**src/rtl/dma_w_sched_pkg.sv**
```systemverilog
// dma_w_sched_pkg
// Shared definitions for the DMA write burst scheduler:
//   - default AXI address / len field widths
//   - 4 KB boundary width (AXI bursts may not cross a 4 KB page)
//   - scheduler state encoding
//   - small unsigned min helper used by the burst calculator
package dma_w_sched_pkg;

    localparam int AXI_ADDR_W   = 32;
    localparam int AXI_LEN_W    = 8;
    localparam int BOUNDARY_W   = 12;
    localparam int SCH_STATES_W = 3;

    typedef enum logic [SCH_STATES_W-1:0] {
        SCH_IDLE  = 3'd0,
        SCH_CALC  = 3'd1,
        SCH_ISSUE = 3'd2,
        SCH_WAIT  = 3'd3,
        SCH_DONE  = 3'd4
    } sch_state_e;

    function automatic logic [31:0] umin(input logic [31:0] a, input logic [31:0] b);
        return (a < b) ? a : b;
    endfunction

endpackage

```
**src/rtl/dma_burst_calc.sv**
```systemverilog
// dma_burst_calc
// Combinational burst sizing: beats = min(remaining, MAX_BURST, beats left
// before the next 4 KB boundary).
// Ports:
//   addr_lo   in  [BOUNDARY_W-1:0]  low address bits of the burst start (beat aligned)
//   remaining in  [XFER_W-1:0]      beats still to be written in the transfer
//   beats     out [XFER_W-1:0]      beats for the next burst (>=1 when remaining>=1)
module dma_burst_calc
    import dma_w_sched_pkg::*;
#(
    parameter int XFER_W    = 16,
    parameter int MAX_BURST = 256,
    parameter int BYTES     = 4
) (
    input  logic [BOUNDARY_W-1:0] addr_lo,
    input  logic [XFER_W-1:0]     remaining,
    output logic [XFER_W-1:0]     beats
);

    localparam int B_LOG2 = $clog2(BYTES);
    localparam logic [BOUNDARY_W:0] PAGE_BYTES = {1'b1, {BOUNDARY_W{1'b0}}};

    // One bit wider than the page offset so a page-aligned address yields a
    // full page (never 0).
    logic [BOUNDARY_W:0] to_4k;
    logic [31:0]         lim;

    always_comb begin
        to_4k = (PAGE_BYTES - {1'b0, addr_lo}) >> B_LOG2;
        lim   = umin(32'(remaining), 32'(MAX_BURST));
        lim   = umin(lim, 32'(to_4k));
        beats = XFER_W'(lim);
    end

endmodule

```
**src/rtl/dma_w_sched.sv**
```systemverilog
// dma_w_sched
// Splits one DMA write transfer (start address + beat count) into AXI INCR
// bursts that respect MAX_BURST and the 4 KB boundary, hands them one at a
// time to the write engine and accumulates a sticky burst error flag.
// Ports:
//   clk, rst            clock, synchronous active-high reset
//   cfg_valid/cfg_ready transfer command handshake
//   cfg_addr            start byte address (sub-beat bits ignored)
//   cfg_words           beats to write (0 = no-op)
//   busy                transfer in progress
//   done                one-cycle completion pulse
//   error               sticky: some burst of the last transfer reported an error
//   eng_valid           burst request to the engine
//   eng_addr, eng_len   burst start address and len (beats-1), held in ISSUE/WAIT
//   eng_ready           engine idle
//   eng_error           engine error flag, sampled when the burst completes
module dma_w_sched
    import dma_w_sched_pkg::*;
#(
    parameter int DMA_DATA_WIDTH = 32,
    parameter int ADDR_W         = AXI_ADDR_W,
    parameter int LEN_W          = AXI_LEN_W,
    parameter int XFER_W         = 16,
    parameter int MAX_BURST      = 256
) (
    input  logic              clk,
    input  logic              rst,
    input  logic              cfg_valid,
    output logic              cfg_ready,
    input  logic [ADDR_W-1:0] cfg_addr,
    input  logic [XFER_W-1:0] cfg_words,
    output logic              busy,
    output logic              done,
    output logic              error,
    output logic              eng_valid,
    output logic [ADDR_W-1:0] eng_addr,
    output logic [LEN_W-1:0]  eng_len,
    input  logic              eng_ready,
    input  logic              eng_error
);

    localparam int BYTES  = DMA_DATA_WIDTH / 8;
    localparam int B_LOG2 = $clog2(BYTES);
    localparam logic [ADDR_W-1:0] ALIGN_MASK = ~ADDR_W'(BYTES - 1);

    sch_state_e        state_q, state_d;
    logic [ADDR_W-1:0] cur_addr_q, cur_addr_d;
    logic [XFER_W-1:0] remaining_q, remaining_d;
    logic [XFER_W-1:0] beats_q, beats_d;
    logic [ADDR_W-1:0] eng_addr_q, eng_addr_d;
    logic [LEN_W-1:0]  eng_len_q, eng_len_d;
    logic              eng_valid_q, eng_valid_d;
    logic              cfg_ready_q, cfg_ready_d;
    logic              busy_q, busy_d;
    logic              done_q, done_d;
    logic              error_q, error_d;
    logic              seen_ready_q, seen_ready_d;
    logic [XFER_W-1:0] calc_beats;

    dma_burst_calc #(
        .XFER_W    (XFER_W),
        .MAX_BURST (MAX_BURST),
        .BYTES     (BYTES)
    ) u_burst_calc (
        .addr_lo   (cur_addr_q[BOUNDARY_W-1:0]),
        .remaining (remaining_q),
        .beats     (calc_beats)
    );

    always_comb begin
        state_d      = state_q;
        cur_addr_d   = cur_addr_q;
        remaining_d  = remaining_q;
        beats_d      = beats_q;
        eng_addr_d   = eng_addr_q;
        eng_len_d    = eng_len_q;
        error_d      = error_q;
        seen_ready_d = seen_ready_q;

        case (state_q)
            SCH_IDLE: begin
                if (cfg_valid) begin
                    cur_addr_d  = cfg_addr & ALIGN_MASK;
                    remaining_d = cfg_words;
                    error_d     = 1'b0;
                    state_d     = (cfg_words == '0) ? SCH_DONE : SCH_CALC;
                end
            end
            SCH_CALC: begin
                eng_addr_d   = cur_addr_q;
                eng_len_d    = LEN_W'(calc_beats - XFER_W'(1));
                beats_d      = calc_beats;
                seen_ready_d = 1'b0;
                state_d      = SCH_ISSUE;
            end
            SCH_ISSUE: begin
                // A low eng_ready only means "accepted" once the engine has been
                // seen idle while we were requesting; before that it is still
                // busy with something else and the request must stay up.
                if (eng_ready) begin
                    seen_ready_d = 1'b1;
                end else if (seen_ready_q) begin
                    state_d = SCH_WAIT;
                end
            end
            SCH_WAIT: begin
                if (eng_ready) begin
                    error_d     = error_q | eng_error;
                    cur_addr_d  = cur_addr_q + (ADDR_W'(beats_q) << B_LOG2);
                    remaining_d = remaining_q - beats_q;
                    state_d     = (remaining_d == '0) ? SCH_DONE : SCH_CALC;
                end
            end
            SCH_DONE: begin
                state_d = SCH_IDLE;
            end
            default: begin
                state_d = SCH_IDLE;
            end
        endcase

        // Outputs are registered, so they follow the next state.
        eng_valid_d = (state_d == SCH_ISSUE);
        cfg_ready_d = (state_d == SCH_IDLE);
        busy_d      = (state_d != SCH_IDLE);
        done_d      = (state_d == SCH_DONE);
    end

    always_ff @(posedge clk) begin
        if (rst) begin
            state_q      <= SCH_IDLE;
            cur_addr_q   <= '0;
            remaining_q  <= '0;
            beats_q      <= '0;
            eng_addr_q   <= '0;
            eng_len_q    <= '0;
            eng_valid_q  <= 1'b0;
            cfg_ready_q  <= 1'b1;
            busy_q       <= 1'b0;
            done_q       <= 1'b0;
            error_q      <= 1'b0;
            seen_ready_q <= 1'b0;
        end else begin
            state_q      <= state_d;
            cur_addr_q   <= cur_addr_d;
            remaining_q  <= remaining_d;
            beats_q      <= beats_d;
            eng_addr_q   <= eng_addr_d;
            eng_len_q    <= eng_len_d;
            eng_valid_q  <= eng_valid_d;
            cfg_ready_q  <= cfg_ready_d;
            busy_q       <= busy_d;
            done_q       <= done_d;
            error_q      <= error_d;
            seen_ready_q <= seen_ready_d;
        end
    end

    assign cfg_ready = cfg_ready_q;
    assign busy      = busy_q;
    assign done      = done_q;
    assign error     = error_q;
    assign eng_valid = eng_valid_q;
    assign eng_addr  = eng_addr_q;
    assign eng_len   = eng_len_q;

endmodule
```
**config.mk**
```make
export PLATFORM = sky130hd
export DESIGN_NAME = dma_w_sched
export DESIGN_NICKNAME = d
export VERILOG_FILES = /design/src/rtl/dma_w_sched_pkg.sv /design/src/rtl/dma_burst_calc.sv /design/src/rtl/dma_w_sched.sv
export SDC_FILE = /design/constraint.sdc
export NUM_CORES = 1
export LEC_CHECK = 0
export ABC_AREA = 1
export CORE_AREA = 2 2 122 124
export CTS_CLUSTER_DIAMETER = 80
export CTS_CLUSTER_SIZE = 8
export DETAILED_ROUTE_END_ITERATION = 12
export DIE_AREA = 0 0 124 126
export PLACE_DENSITY = 0.76
export SLEW_MARGIN = 0
export SYNTH_ARGS = -nofsm -noshare
export SYNTH_HDL_FRONTEND = slang
export SYNTH_SLANG_ARGS = --single-unit
```
**constraint.sdc**
```tcl
create_clock -name clk -period 5.41 [get_ports clk]
set_clock_uncertainty 0.05 [all_clocks]
set_input_delay 0.8115 -clock clk [delete_from_list [all_inputs] [get_ports clk]]
set_output_delay 0.8115 -clock clk [all_outputs]
set_load 0.03 [all_outputs]
```
==> flow_summary.ini <==
[sta]
finalHoldViolCount = 0
fin_ws_ns = 1.75
grt_setup_unrepaired = false
worst_pin_slew_ns = 0.790
fmaxAchievable_mhz = 273
finalCritPeriodShare_pct = 67.7
slew_viol_final = 0
maxSlewHeadroom_pct = 47.3
finalSetupTns_ns = 0
finalCriticalPeriod_ns = 3.66
setup_violations = 0

[setup_path]
reg2reg_from = cur_addr_q[2]$_SDFFE_PP0P_
r2r_slack_ns = 1.75
cp.required_ns = 5.62
critPathArrivalTime_ns = 3.87
reg2reg_depth = 18
startpoint_type = register
crit_fanout = 14
crit_path_end_kind = register
rr_endpoint = eng_len[6]$_SDFFE_PP0P_
path_class = register to register

[global_route]
grt_max_degree = 73
grt_usage_pct = 25.5
grt_pass1_vias = 6468
overflow = 0
antenna_found_initial = 0
grt_pass1_wl_um = 31700

[routing]
initialDrtViolationCount = 797
finalWirelength_um = 19600
num_vias = 7186
dr.pass1.iters = 5
ant_nets = 0
drt-vias-per-instance = 5.51
drc = 0
post_drt_wl_per_cell_um = 15.1

[logic_synthesis]
seq_area_frac_synth_pct = 31.0
synth_cells = 1042
yosys-top-cells-area = dfxtp_1, nand2_1, ha_1
synth_area_um2 = 7030
ys_ff_latch = 109
synthDistinctLibCells = 44
avgSynthCellArea_um2 = 6.75
synth_warnings = 0
synth_top_area_share_pct = 31.0
synth_top_area_cell = dfxtp_1

[clock_tree]
hold_buffers = 0
cts_tree = built
htreeDepth = 3
path_clk_slew_ns = 0.07
postCtsSetupRepairBufs = 0
clk_latency_ns = 0.36
cts_buffer_depth = 2
cts.sinks = 109
post_cts_resized = 0
root_buffer = clkbuf_16
cts_buffers = 9

[hold_path]
whs_path_depth = 2
hp-class = register to register
min_to = cur_addr_q[29]$_SDFFE_PP0P_
hp-start = cur_addr_q[29]$_SDFFE_PP0P_

[final_layout]
finish.net_count = 1212
area_delta_synth_final_pct = 19.0
drive_gt1_share_pct = 5.54
diodes = 0
instances_no_fill = 1303

[pwr]
power_density_nw_per_um2 = 303
power_uw = 2530
p_leak_uw = 0.00370
ir_drop_uv = 178

[floorplanning]
initial_core_util_pct = 49.1
rows = 44
die_x_um = 124
die_h_um = 126
coreArea_um2 = 14300
ios = 98
die_area_um2 = 15600

[outcome]
status = finished, final reports clean

[placed_design]
place_ws_ns = 1.85
place_hpwl_um = 14400
portBuffers = 93
place_congestion = 0.926
dp_cells = 1287

[job]
max-cap-violations = 0
-- worst max-delay path, cell delays in order (launching register included) --
cell	delay, ns
dfxtp_1	0.37
nor3_1	0.35
nand3_1	0.20
nor3_1	0.28
nand3_1	0.13
xor2_1	0.18
ha_1	0.31
a21o_1	0.17
a21oi_2	0.47
nand2_4	0.23
nand2_1	0.12
nand2_2	0.07
ha_1	0.21
inv_1	0.06
nor2_2	0.06
nand3_1	0.10
nand3_1	0.07
nand2_1	0.08
nor2_1	0.04
-- logic make-up (layout without fill, tap and decap cells) --
group                    Yosys count  count (layout)  synth area share [%]
AO/OA/AOI/OAI                    260             260                  20.8
XOR/XNOR                          27              27                  3.36
adder cells (fa/ha/maj)           45              45                  8.22
buffers and inverters            160             234                  9.04
flip-flops                       109             109                  31.0
other                              1               4                0.0533
AND/OR/NAND/NOR                  440             440                  27.5
-- cell usage in the layout, fill, tap and decap left out, drive strengths merged --
cell type,count
nand2,229
inv,120
dfxtp,109
nor2,103
o21ai,98
clkdlybuf4s50,93
a21oi,93
nand3,58
ha,43
o211ai,22
a31oi,21
nor3,20
xor2,14
xnor2,13
o21bai,10
clkbuf,10
nand4,9
buf,8
or2,8
a21o,7
a211oi,6
nor4,6
nand3b,4
conb,4
clkinv,3
fa,2
and3,2
and2,1
o22ai,1
a31o,1
o221ai,1
-- metrics by stage --
stage	area (um^2)	utilization, %	hold WS (ns)
2_1_floorplan	7040	-	0.395
3_3_place_gp	8080	56.4	0.404
3_5_place_dp	8080	56.4	0.407
4_1_cts	8370	58.5	0.418
5_1_grt	8370	58.5	0.448
6_report	8370	58.5	0.419
-- report_power, final --
group	internal, uW	leakage (uW)	switching [uW]
Clock	334	0.000146	332
Sequential	875	0.000896	67.5
Combinational	345	0.00266	579
-- routing by layer --
metal | up-vias | track usage [%] | wire length [um]
met1 | 3259 | 37.3 | 9380
li1 | 3617 | - | -
met2 | 278 | 37.8 | 8370
met4 | 0 | 9.32 | 452
met5 | - | 0 | 0
met3 | 32 | 3.85 | 1450
-- worst max path at each step --
| stage | startpoint | endpoint | slack, ns |
|---|---|---|---|
| after floorplan | cur_addr_q[2]$_SDFFE_PP0P_ | eng_len[6]$_SDFFE_PP0P_ | 2.35 |
| after global placement | cur_addr_q[2]$_SDFFE_PP0P_ | eng_len[6]$_SDFFE_PP0P_ | 1.89 |
| after detailed placement | cur_addr_q[2]$_SDFFE_PP0P_ | eng_len[6]$_SDFFE_PP0P_ | 1.85 |
| after CTS | cur_addr_q[2]$_SDFFE_PP0P_ | eng_len[6]$_SDFFE_PP0P_ | 1.81 |
| after global routing | cur_addr_q[2]$_SDFFE_PP0P_ | eng_len[6]$_SDFFE_PP0P_ | 1.49 |
| final | cur_addr_q[2]$_SDFFE_PP0P_ | eng_len[6]$_SDFFE_PP0P_ | 1.75 |
-- cells in the mapped netlist, drive strengths merged --
master and instances:
fa 2, nand2 229, clkbuf 37, o221ai 1
nand4 9, xor2 14, clkinv 2, nor3 20
a31o 1, conb 1, a21o 7, and3 2
nor4 6, or2 8, o22ai 1, and2 1
o211ai 22, nand3b 4, nand3 58, dfxtp 109
inv 115, a21oi 93, a31oi 21, nor2 103
ha 43, o21ai 98, o21bai 10, a211oi 6
buf 6, xnor2 13
-- registers in the layout, summed over array words and instances (netlist names) --
signal and cells:
eng_addr 30, cur_addr_q 30, beats_q 16, cfg_ready 1
eng_valid 1, seen_ready_q 1, eng_len 8, remaining_q 16
error 1, busy 1, state_q 3, done 1
-- area by class of cell --
cell class / count / area [um^2]
fill: 1396 / 5940
tap: 184 / 230
timing repair buffer: 101 / 991
sequential: 109 / 2180
clock buffer: 10 / 239
multi-input combinational: 776 / 4240
clock inverter: 6 / 51.3
inverter: 117 / 439
Power figures use the tool's default switching activity.
